### config.mk
export PLATFORM = sky130hd
export DESIGN_NAME = sdram_port_arbiter
export DESIGN_NICKNAME = d
export VERILOG_FILES = /design/src/rtl/sdram_port_arbiter.sv
export SDC_FILE = /design/constraint.sdc
export NUM_CORES = 1
export LEC_CHECK = 0
export CAP_MARGIN = 20
export CORE_ASPECT_RATIO = 0.9
export CORE_MARGIN = 2
export CORE_UTILIZATION = 30
export DETAILED_ROUTE_END_ITERATION = 10
export GPL_TIMING_DRIVEN = 0
export HOLD_SLACK_MARGIN = 0.12
export MAX_ROUTING_LAYER = met4
export SLEW_MARGIN = 20
export SYNTH_ARGS = -nofsm -noshare
export SYNTH_HDL_FRONTEND = slang
export SYNTH_SLANG_ARGS = --single-unit
### constraint.sdc
create_clock -name clk -period 5.49 [get_ports clk]
set_input_delay 1.098 -clock clk [delete_from_list [all_inputs] [get_ports clk]]
set_output_delay 1.098 -clock clk [all_outputs]
set_load 0.02 [all_outputs]
### src/rtl/sdram_port_arbiter.sv
// Two-port arbiter in front of an SDRAM controller core: picks a requester,
// issues one read/write command enable per transfer and supervises core_busy.
//
// state      | meaning
// IDLE       | no owner; waiting for sdram_ready and a request
// ISSUE      | grant given; raise the command enable from the latched direction
// WAIT_START | enable high; waiting for core_busy to rise
// ACTIVE     | core working; enable held while the owner keeps requesting
// DRAIN      | enable dropped; waiting for core_busy to fall
// DONE       | one-cycle done/error pulse to the owner, then release grant
module sdram_port_arbiter #(
  parameter int ADDR_WIDTH    = 22,
  parameter int START_TIMEOUT = 16,
  parameter int DRAIN_TIMEOUT = 4096
) (
  input  logic                  clk,
  input  logic                  rst_n,
  input  logic                  a_req,
  input  logic                  b_req,
  input  logic                  a_write,
  input  logic                  b_write,
  input  logic [ADDR_WIDTH-1:0] a_address,
  input  logic [ADDR_WIDTH-1:0] b_address,
  output logic                  a_grant,
  output logic                  b_grant,
  output logic                  a_done,
  output logic                  b_done,
  output logic                  a_error,
  output logic                  b_error,
  input  logic                  sdram_ready,
  input  logic                  core_busy,
  output logic                  sdram_write_enable,
  output logic                  sdram_read_enable,
  output logic [ADDR_WIDTH-1:0] app_address,
  output logic                  active_port
);

  localparam int CNT_MAX = (START_TIMEOUT > DRAIN_TIMEOUT) ? START_TIMEOUT : DRAIN_TIMEOUT;
  localparam int CW      = $clog2(CNT_MAX + 1);
  localparam logic [CW-1:0] START_LD = CW'(START_TIMEOUT);
  localparam logic [CW-1:0] DRAIN_LD = CW'(DRAIN_TIMEOUT);
  localparam logic [CW-1:0] CNT_ONE  = CW'(1);

  typedef enum logic [2:0] {
    IDLE, ISSUE, WAIT_START, ACTIVE, DRAIN, DONE
  } state_t;

  state_t                state, state_n;
  logic [CW-1:0]         cnt, cnt_n;
  logic                  port, port_n;
  logic                  write_lat, write_n;
  logic [ADDR_WIDTH-1:0] addr, addr_n;
  logic                  granted, granted_n;
  logic                  wr_en, wr_en_n;
  logic                  rd_en, rd_en_n;
  logic                  done_q, done_n;
  logic                  err_q, err_n;
  logic                  err_flag, err_flag_n;
  logic                  last_port, last_n;
  logic [1:0]            sync_q;
  logic                  run;
  logic                  req_g;
  logic                  sel;
  logic                  abort;

  // Reset release is re-timed so the FSM never acts on a partially released reset.
  always_ff @(posedge clk or negedge rst_n) begin
    if (!rst_n) sync_q <= 2'b00;
    else        sync_q <= {sync_q[0], 1'b1};
  end
  assign run = sync_q[1];

  assign req_g = port ? b_req : a_req;
  // Losing the core mid-transfer aborts; DONE is already releasing the port.
  assign abort = !sdram_ready && (state != IDLE) && (state != DONE);

  always_ff @(posedge clk or negedge rst_n) begin
    if (!rst_n) begin
      state     <= IDLE;
      cnt       <= '0;
      port      <= 1'b0;
      write_lat <= 1'b0;
      addr      <= '0;
      granted   <= 1'b0;
      wr_en     <= 1'b0;
      rd_en     <= 1'b0;
      done_q    <= 1'b0;
      err_q     <= 1'b0;
      err_flag  <= 1'b0;
      last_port <= 1'b1;
    end else begin
      state     <= state_n;
      cnt       <= cnt_n;
      port      <= port_n;
      write_lat <= write_n;
      addr      <= addr_n;
      granted   <= granted_n;
      wr_en     <= wr_en_n;
      rd_en     <= rd_en_n;
      done_q    <= done_n;
      err_q     <= err_n;
      err_flag  <= err_flag_n;
      last_port <= last_n;
    end
  end

  always_comb begin
    state_n    = state;
    cnt_n      = cnt;
    port_n     = port;
    write_n    = write_lat;
    addr_n     = addr;
    granted_n  = granted;
    wr_en_n    = wr_en;
    rd_en_n    = rd_en;
    done_n     = 1'b0;
    err_n      = 1'b0;
    err_flag_n = err_flag;
    last_n     = last_port;
    sel        = 1'b0;

    case (state)
      IDLE: begin
        if (run && sdram_ready && (a_req || b_req)) begin
          sel       = (a_req && b_req) ? ~last_port : b_req;
          port_n    = sel;
          write_n   = sel ? b_write : a_write;
          addr_n    = sel ? b_address : a_address;
          granted_n = 1'b1;
          state_n   = ISSUE;
        end
      end
      ISSUE: begin
        wr_en_n = write_lat;
        rd_en_n = ~write_lat;
        cnt_n   = START_LD;
        state_n = WAIT_START;
      end
      WAIT_START: begin
        if (core_busy) begin
          state_n = ACTIVE;
        end else if (!req_g) begin
          wr_en_n = 1'b0;
          rd_en_n = 1'b0;
          cnt_n   = DRAIN_LD;
          state_n = DRAIN;
        end else if (cnt <= CNT_ONE) begin
          wr_en_n    = 1'b0;
          rd_en_n    = 1'b0;
          err_flag_n = 1'b1;
          cnt_n      = '0;
          done_n     = 1'b1;
          err_n      = 1'b1;
          state_n    = DONE;
        end else begin
          cnt_n = cnt - CNT_ONE;
        end
      end
      ACTIVE: begin
        if (!req_g) begin
          wr_en_n = 1'b0;
          rd_en_n = 1'b0;
          cnt_n   = DRAIN_LD;
          state_n = DRAIN;
        end
      end
      DRAIN: begin
        if (!core_busy) begin
          cnt_n   = '0;
          done_n  = 1'b1;
          err_n   = err_flag;
          state_n = DONE;
        end else if (cnt <= CNT_ONE) begin
          err_flag_n = 1'b1;
          cnt_n      = '0;
          done_n     = 1'b1;
          err_n      = 1'b1;
          state_n    = DONE;
        end else begin
          cnt_n = cnt - CNT_ONE;
        end
      end
      DONE: begin
        granted_n  = 1'b0;
        last_n     = port;
        err_flag_n = 1'b0;
        state_n    = IDLE;
      end
      default: state_n = IDLE;
    endcase

    if (abort) begin
      state_n    = IDLE;
      granted_n  = 1'b0;
      wr_en_n    = 1'b0;
      rd_en_n    = 1'b0;
      cnt_n      = '0;
      done_n     = 1'b1;
      err_n      = 1'b1;
      err_flag_n = 1'b0;
      last_n     = port;
    end
  end

  assign a_grant            = granted & ~port;
  assign b_grant            = granted & port;
  assign a_done             = done_q & ~port;
  assign b_done             = done_q & port;
  assign a_error            = err_q & ~port;
  assign b_error            = err_q & port;
  assign sdram_write_enable = wr_en;
  assign sdram_read_enable  = rd_en;
  assign app_address        = addr;
  assign active_port        = port;

endmodule

; ---- After elaboration in Yosys (flattened, before gate mapping)
; Index checks and enable logic that the tools add are counted.
[totals]
regBits = 49
elab_cells = 103
output_inout_bits = 31
[classes]
eq_ne = 12
bitwise_logic = 9
muxes = 47
n_lt_le_gt_ge = 1
n_addsub = 1
reduce_logical = 20
[op_table]
columns = op, n
row1 = two-way mux 13 bit, 6
row2 = one-hot mux 13 bit (4 select lines), 1
row3 = two-way mux 1 bit, 25
row4 = two-way mux 22 bit, 1
row5 = two-way mux 3 bit, 7
row6 = inequality test 3 bit (second input constant), 6
row7 = one-hot mux 3 bit (5 select lines), 1
row8 = less-or-equal comparator 13 x 1 -> 1 bit (second input constant), 1
row9 = subtractor 13 x 1 -> 13 bit (second input constant), 1
row10 = one-hot mux 1 bit (3 select lines), 3
row11 = AND reduction 4 bit, 2
row12 = nonzero test 4 bit, 2
row13 = bitwise AND 1 bit, 6
row14 = == test 3 x 2 -> 1 bit (second input constant), 2
row15 = == test 3 bit (second input constant), 2
row16 = one-hot mux 1 bit (2 select lines), 3
row17 = AND reduction 2 bit, 3
row18 = nonzero test 3 bit, 2
row19 = logical AND 1 bit, 5
row20 = nonzero test 5 bit, 1
row21 = inequality test 4 bit (second input constant), 1
row22 = == test 3 x 1 -> 1 bit (second input constant), 1
row23 = zero test 3 bit, 1
row24 = inverter 1 bit, 3
row25 = other kinds (4), 4

; ---- Logic depth before layout (Yosys ltp)
; Gate-level depths: netlist of run 1.
[logic_depth]
depth_word = 6
mapped_depth = 7

; ---- Worst setup path before layout of run 1
; Ideal clock, no wire load.
[synth_timing]
path_type = in2reg
startpoint = input core_busy
endpoint = register cnt[11]
setup_time_ns = 0.121
setup_slack_ns = 2.944
cell_stages = 7
path_buffers = 2
arrival_time_ns = 2.425
cell_sequence = clkbuf_1 > or3_1 > a21oi_1 > or2_1 > buf_2 > o21ai_0 > a22o_1
[synth_via]
elab_chain_cells = 3
[synth_rtl]
columns = element, line
row1 = "start, declared", 31  ; input logic core_busy,
row2 = two-way mux 13 bit, 168  ; if (!core_busy) begin
row3 = one-hot mux 13 bit (4 select lines), 122  ; case (state)
row4 = two-way mux 13 bit, 192  ; if (abort) begin
row5 = "end signal, assigned", 93  ; cnt <= cnt_n;
row6 = "end, declared", 49  ; logic [CW-1:0] cnt, cnt_n;
; Several ways; a longest one is shown, not always the timed one.
; A chain may end at the register's enable or synchronous reset.

; ---- Worst setup path in the final report of run 1
[layout_timing]
startpoint = input b_req
endpoint = register cnt[3]
[layout_via]
elab_chain_cells = 5
[layout_rtl]
columns = element, line
row1 = "start, declared", 19  ; input logic b_req,
row2 = two-way mux 1 bit (*), 73  ; assign req_g = port ? b_req : a_req;
row3 = two-way mux 13 bit, 142  ; end else if (!req_g) begin
row4 = two-way mux 13 bit, 140  ; if (core_busy) begin
row5 = one-hot mux 13 bit (4 select lines), 122
row6 = two-way mux 13 bit, 192
; Mark *: on every way between the ends. The rest lies on a longest branch, timed or not. The select of a mux whose other input is x is not followed.

==> results of run 1 <==
-- layout make-up --
type                    count  area, sq um  area share, %
clock inverters             3        68.82          1.801
well taps                 119        148.9          3.897
inverters                   8        30.03         0.7859
repair buffers             81        808.3          21.15
flip-flops and latches     49         1227          32.12
clock buffers               5        68.82          1.801
multi-input cells         216         1383          36.18
plain buffers              19        86.33          2.259
-- worst paths after layout --
path / start / endpoint / cells after the start
setup / recovery: b_req / cnt[3] / 6
max in group asynchronous: rst_n / err_flag / 1
min in group asynchronous: rst_n / cnt[8] / 1
hold / removal: sync_q[0] / sync_q[1] / 0
setup reg to reg: state[2] / cnt[3] / 6
hold reg to reg: sync_q[0] / sync_q[1] / 0
-- metal layers --
metal  track usage (%)  up-vias  part of all wire, %  wire, microns
li1                  -     1227                    -              -
met1             20.50     1190                   47           3430
met2             21.51       81                   47           3411
met3             2.761       13                  4.6            335
met4             5.293        0                  1.3             97
met5                 -        -                    0              0
-- power groups by stage --
stage               clock network (uW)  registers, uW  logic [uW]
floorplan                            0            516         161
global placement                     0            459         415
detailed placement                   0            461         415
CTS                                324            454         417
global route                       338            462         446
finish                             313            454         413
-- cell families (layout without fill, tap and decap cells) --
group / after synthesis / in the layout
adders and majority gates: 2 / 2
DFF: 49 / 49
other: 1 / 1
xor gates and xnor gates: 1 / 1
muxes: 28 / 28
and+or+nand+nor: 98 / 98
AOI/OAI and AO/OA: 86 / 86
buffers and inverters: 27 / 116
-- state kept, by name, summed over array words and instances (netlist names) --
register,flops
app_address,22
cnt,13
state,3
sync_q,2
active_port,1
done_q,1
err_flag,1
err_q,1
granted,1
last_port,1
sdram_read_enable,1
sdram_write_enable,1
write_lat,1
-- metrics by stage --
| stage | setup slack (ps) | total power, uW | area (sq um) | cells |
|---|---|---|---|---|
| finish | 2711 | 1180 | 3821 | 500 |
| detailed placement | 2380 | 876.3 | 3684 | 492 |
| global route | 2494 | 1246 | 3821 | 500 |
| CTS | 2706 | 1195 | 3821 | 500 |
| floorplan | 2944 | 677.6 | 2726 | 292 |
| global placement | 1786 | 873.8 | 3686 | 492 |
-- placed cells by master, fill, tap and decap left out, types with 2 or more instances in the layout --
cell / count
and2_1: 3
inv_1: 8
nor3_1: 8
nor2b_1: 7
o21ai_1: 4
mux2i_1: 25
o2bb2ai_1: 2
buf_2: 6
o2111ai_1: 4
o21ai_0: 37
dfrtp_1: 48
clkbuf_1: 12
o211ai_1: 5
a21boi_0: 2
bufinv_16: 2
mux2_2: 3
nand3b_1: 3
o21a_1: 2
nor2_1: 13
a22o_1: 7
nand2_1: 35
ha_1: 2
a21oi_1: 11
clkdlybuf4s50_1: 80
nor4_1: 4
clkbuf_8: 5
a21o_1: 2
or3_1: 5
nand3_1: 8
-- critical path, cell delays in order --
cell,delay (ps)
clkdlybuf4s50_1,500
mux2i_1,170
a22o_1,290
nor2_1,520
nor2_2,160
a22o_1,250
==> flow_metrics.env, run 1 <==
export IMPL_clock_latency_ps=310
export IMPL_worstMarginPinSlew_ps=668.4
export IMPL_final_util_pct=43.98
export IMPL_synthXorXnorAreaFrac_pct=0.3212
export IMPL_ys_ff_latch=49
export IMPL_gp_congestion=0.8917
export IMPL_initial_core_util_pct=31.38
export IMPL_synthFlopType="dfrtp_1"
export IMPL_synthSimpleGateAreaFrac_pct=18.82
export IMPL_yosys_area_top_type_share_pct=44.06
export IMPL_async_reset_ff_share_pct=100.0
export IMPL_synth_edf_count=0
export IMPL_outcome="complete, no violations"
export IMPL_synthAdderAreaFrac_pct=0.9179
export IMPL_max_clock_freq_mhz=359.9
export IMPL_finalCritPeriodShare_pct=50.61
export IMPL_p_comb_share_pct=35.0
export IMPL_drt_initial_drc_count=161
export IMPL_ios=83
export IMPL_ys_warn_count=0
export IMPL_synthesis_nets=346
export IMPL_grt_antenna_before_repair=0
export IMPL_criticalPathCategory="in2reg"
export IMPL_fill_cells=872
export IMPL_p_per_area_mw_per_mm2=308.8
export IMPL_netlist_top_cells_count="dfrtp_1, o21ai_0, nand2_1"
export IMPL_vias=2511
export IMPL_grt_usage_pct=14.77
export IMPL_yosysMostFrequentCell="dfrtp_1"
export IMPL_path_max_fanout=8
export IMPL_period_minus_slack_ps=2779
export IMPL_ir_worst_vdd_mv=0.1518
export IMPL_yosysUniqueCellTypes=52
export IMPL_numCtsBuffers=5
export IMPL_hold_buffers=0
export IMPL_sw_frac_of_total_pct=32.26
export IMPL_syn_area_sq_mm=0.002726
export IMPL_die_w_microns=104.5
export IMPL_drt_wl_total_microns=7276
export IMPL_synth_area_leaders="dfrtp_1, mux2i_1, o21ai_0, nand2_1, a22o_1"
export IMPL_grt_ovfl_total=0
export IMPL_synth_largest_area_cell="dfrtp_1"
export IMPL_routedWlPerCell_microns=14.55
export IMPL_antenna_cells=0
export IMPL_port_buffer_count=81
export IMPL_grt_max_degree=50
export IMPL_synthMuxAreaShare_pct=10.42
export IMPL_fin_worst_skew_ps=8.348
export IMPL_dpl_hpwl_microns=5462
export IMPL_cts_sinks=49
export IMPL_area_delta_synth_final_pct=40.16
export IMPL_cp_required_ps=5700
export IMPL_dr_pass1_iters=4
export IMPL_maxCapViolCount=0
export IMPL_cts_resized=0
export IMPL_setup_viol=0
export IMPL_rrSetupSlack_ps=3350
export IMPL_coreArea_sq_mm=0.008688
export IMPL_arrival_ps=2980
export IMPL_row_count=32
export IMPL_drtAntennaViolNets=0
export IMPL_die_h_microns=94.44
export IMPL_fin_tns_setup_ps=0
export IMPL_cts_path_max_buffers=2
export IMPL_drive_gt1_share_pct=7.874
export IMPL_avgSynthCellArea_sq_um=9.337
export IMPL_p_clk_share_pct=26.6
export IMPL_yosysSeqAreaShare_pct=45.02
export IMPL_synth_top_family_by_area="compound AO/OA/AOI/OAI gates"
export IMPL_slew_violations=0
export IMPL_p_int_uw=799.2
export IMPL_hp_class="reg2reg"
export IMPL_slew_limit_headroom_pct=55.28
export IMPL_p_leak_uw=0.001637
export IMPL_clk_pin_slew_ps=100
export IMPL_htreeDepth=2
export IMPL_seq_power_share_pct=38.5
export IMPL_cts_tree="yes"
export IMPL_worstSetupEndpointType="flop"
export IMPL_routed_via_density=5.022
export IMPL_syn_inst=292
export IMPL_hold_viol_final=0
export IMPL_drc_errors=0
export IMPL_synth_compound_area_share_pct=20.10
export IMPL_grt_pass1_vias=2299
export IMPL_whs_ps=361.5
export IMPL_grt_pass1_wl_microns=11390
export IMPL_rsz0062_at_grt="no"
export IMPL_worstSetupStartpointType="input port"
export IMPL_final_net_count=434
export IMPL_cts_root_buf="clkbuf_8"
export IMPL_p_switching_uw=380.7
export IMPL_postCtsSetupBuffers=0
export IMPL_dieArea_sq_mm=0.009868
(Power assumes the default switching activity.)
==> run 2: changes to the inputs <==
==> constraint.sdc (replaced) <==
create_clock -name clk -period 2.9 [get_ports clk]
set_input_delay 0.58 -clock clk [delete_from_list [all_inputs] [get_ports clk]]
set_output_delay 0.58 -clock clk [all_outputs]
set_load 0.02 [all_outputs]
==> results of run 2 <==
Same layout as run 1 (identical final DEF). Status: complete, no violations.
Main changes from that run: setup slack after placement 2380 ps -> 308.0 ps; setup slack after layout 2711 ps -> 639.3 ps; hold slack 361.5 ps -> 274.2 ps; register-to-register setup slack 3350 ps -> 760 ps; total power 1180 uW -> 2234 uW; worst IR drop on VDD 0.1518 mV -> 0.2874 mV
==> run 3: changes to the inputs <==
==> constraint.sdc (replaced) <==
create_clock -name clk -period 2.3 [get_ports clk]
set_input_delay 0.46 -clock clk [delete_from_list [all_inputs] [get_ports clk]]
set_output_delay 0.46 -clock clk [all_outputs]
set_load 0.02 [all_outputs]
==> run 3 against run 2 <==
Net effect:
- largest cell class unchanged
- worst setup slack got worse by 420 ps
- first-iteration DRC count is 15% higher
- register-to-register slack worse by 540 ps
==> flow_metrics.env, run 3 (same netlist as run 1, synthesis figures left out) <==
export IMPL_outcome="complete, no violations"
export IMPL_cts_tree="yes"
export IMPL_grt_antenna_before_repair=0
export IMPL_criticalPathCategory="reg2reg"
export IMPL_htreeDepth=2
export IMPL_die_h_microns=94.44
export IMPL_worstMarginPinSlew_ps=628.1
export IMPL_port_buffer_count=81
export IMPL_row_count=32
export IMPL_final_util_pct=44.04
export IMPL_coreArea_sq_mm=0.008688
export IMPL_grt_pass1_vias=2299
export IMPL_drt_initial_drc_count=185
export IMPL_final_cell_mix="clkdlybuf4s50_1, dfrtp_1, o21ai_0"
export IMPL_critPathMaxStageDelay_ps=500
export IMPL_path_delay_family="simple AND/OR/NAND/NOR gates"
export IMPL_routed_via_density=4.988
export IMPL_layout_commonest_cell="clkdlybuf4s50_1"
export IMPL_antenna_cells=0
export IMPL_register_area_sq_mm=0.001227
export IMPL_ir_worst_vdd_mv=0.3586
export IMPL_max_clock_freq_mhz=480.0
export IMPL_cp_required_ps=2490
export IMPL_drc_errors=0
export IMPL_grt_ovfl_total=0
export IMPL_grt_usage_pct=14.77
export IMPL_worstSetupEndpointType="flop"
export IMPL_worstSetupStartpointType="flop"
export IMPL_critPathSlowestCell="or3b_2"
export IMPL_finalCritPeriodShare_pct=90.58
export IMPL_fill_cells=869
export IMPL_setup_viol=0
export IMPL_dieArea_sq_mm=0.009868
export IMPL_cp_cell_sequence="inv_1, ha_1, or3b_2, nor3_1, o21ai_0, o2111ai_1, nand3_1"
export IMPL_cts_root_buf="clkbuf_8"
export IMPL_maxCapViolCount=0
export IMPL_drive_gt1_share_pct=8.661
export IMPL_cts_path_max_buffers=2
export IMPL_postCtsSetupBuffers=0
export IMPL_p_leak_uw=0.001643
export IMPL_final_cells=500
export IMPL_power_total_uw=2813
export IMPL_whs_ps=157.7
export IMPL_path_max_fanout=7
export IMPL_dpl_hpwl_microns=5462
export IMPL_arrival_ps=2270
export IMPL_slew_limit_headroom_pct=58.13
export IMPL_drtAntennaViolNets=0
export IMPL_place_inst=492
export IMPL_ios=83
export IMPL_area_delta_synth_final_pct=40.34
export IMPL_routedWlPerCell_microns=14.48
export IMPL_slew_violations=0
export IMPL_hold_viol_final=0
export IMPL_final_net_count=434
export IMPL_largest_reg_flops=22
export IMPL_drt_wl_total_microns=7242
export IMPL_initial_core_util_pct=31.38
export IMPL_clk_pin_slew_ps=90
export IMPL_period_minus_slack_ps=2083
export IMPL_gp_congestion=0.8917
export IMPL_multiInputGateArea_sq_mm=0.001385
export IMPL_dr_pass1_iters=4
export IMPL_p_per_area_mw_per_mm2=735.2
export IMPL_numCtsBuffers=5
export IMPL_hp_class="in2async"
export IMPL_cts_sinks=49
export IMPL_crit_buf_inv=1
export IMPL_clock_latency_ps=300
export IMPL_grt_pass1_wl_microns=11390
export IMPL_rsz0062_at_grt="no"
export IMPL_grt_max_degree=50
export IMPL_vias=2494
export IMPL_die_w_microns=104.5
export IMPL_fin_worst_skew_ps=4.273
-- run 3: cell count changes in the layout (fill, tap and decap cells not counted) --
cell	change
clkbuf_1	-2
nor2_2	+1
clkbuf_2	+2
nor2_1	-1
-- run 3: path summary, 6_finish.rpt --
kind / startpoint / to / slack, ps / cells after the start
min: rst_n / cnt[8] / 160 / 1
max: cnt[0] / cnt[12] / 220 / 7
min in group clk: sync_q[0] / sync_q[1] / 360 / 0
max reg2reg: cnt[0] / cnt[12] / 220 / 7
max in group asynchronous: rst_n / err_flag / 1710 / 1
min reg2reg: sync_q[0] / sync_q[1] / 360 / 0
-- run 3: per-layer routing --
layer  global-route usage [%]  routed length (microns)  share of wire [%]
met5                        -                        0                  0
met3                    2.761                      332                4.6
met1                    20.50                     3411                 47
met2                    21.51                     3400                 47
met4                    5.293                       97                1.3
-- run 3: power breakdown --
| group | leakage [uW] | switching [uW] | internal, uW |
|---|---|---|---|
| Combinational | 0.000942 | 522 | 465 |
| Sequential | 0.000632 | 76.7 | 1010 |
| Clock | 0.0000687 | 306 | 438 |
-- run 3: cell type report --
type	instances	area share (%)
Multi-Input combinational cell	216	36.20
Buffer	19	2.322
Timing Repair Buffer	81	21.12
Sequential cell	49	32.08
Clock inverter	3	1.799
Clock buffer	5	1.799
Inverter	8	0.7848
Tap cell	119	3.891
-- run 3: metrics by stage --
stage / instance area, sq um / TNS (ps) / setup WS [ps]
floorplan: 2726 / 0 / 373.9
global route: 3826 / 0 / 44.98
detailed placement: 3684 / -3301 / -172.0
CTS: 3821 / 0 / 153.8
finish: 3826 / 0 / 216.8
global placement: 3686 / -40270 / -766.3
-- run 3: repair_timing --
action,in CTS,in global routing
hold buffers,0,0
endpoints found under the setup margin,0,16
resized for setup,0,5
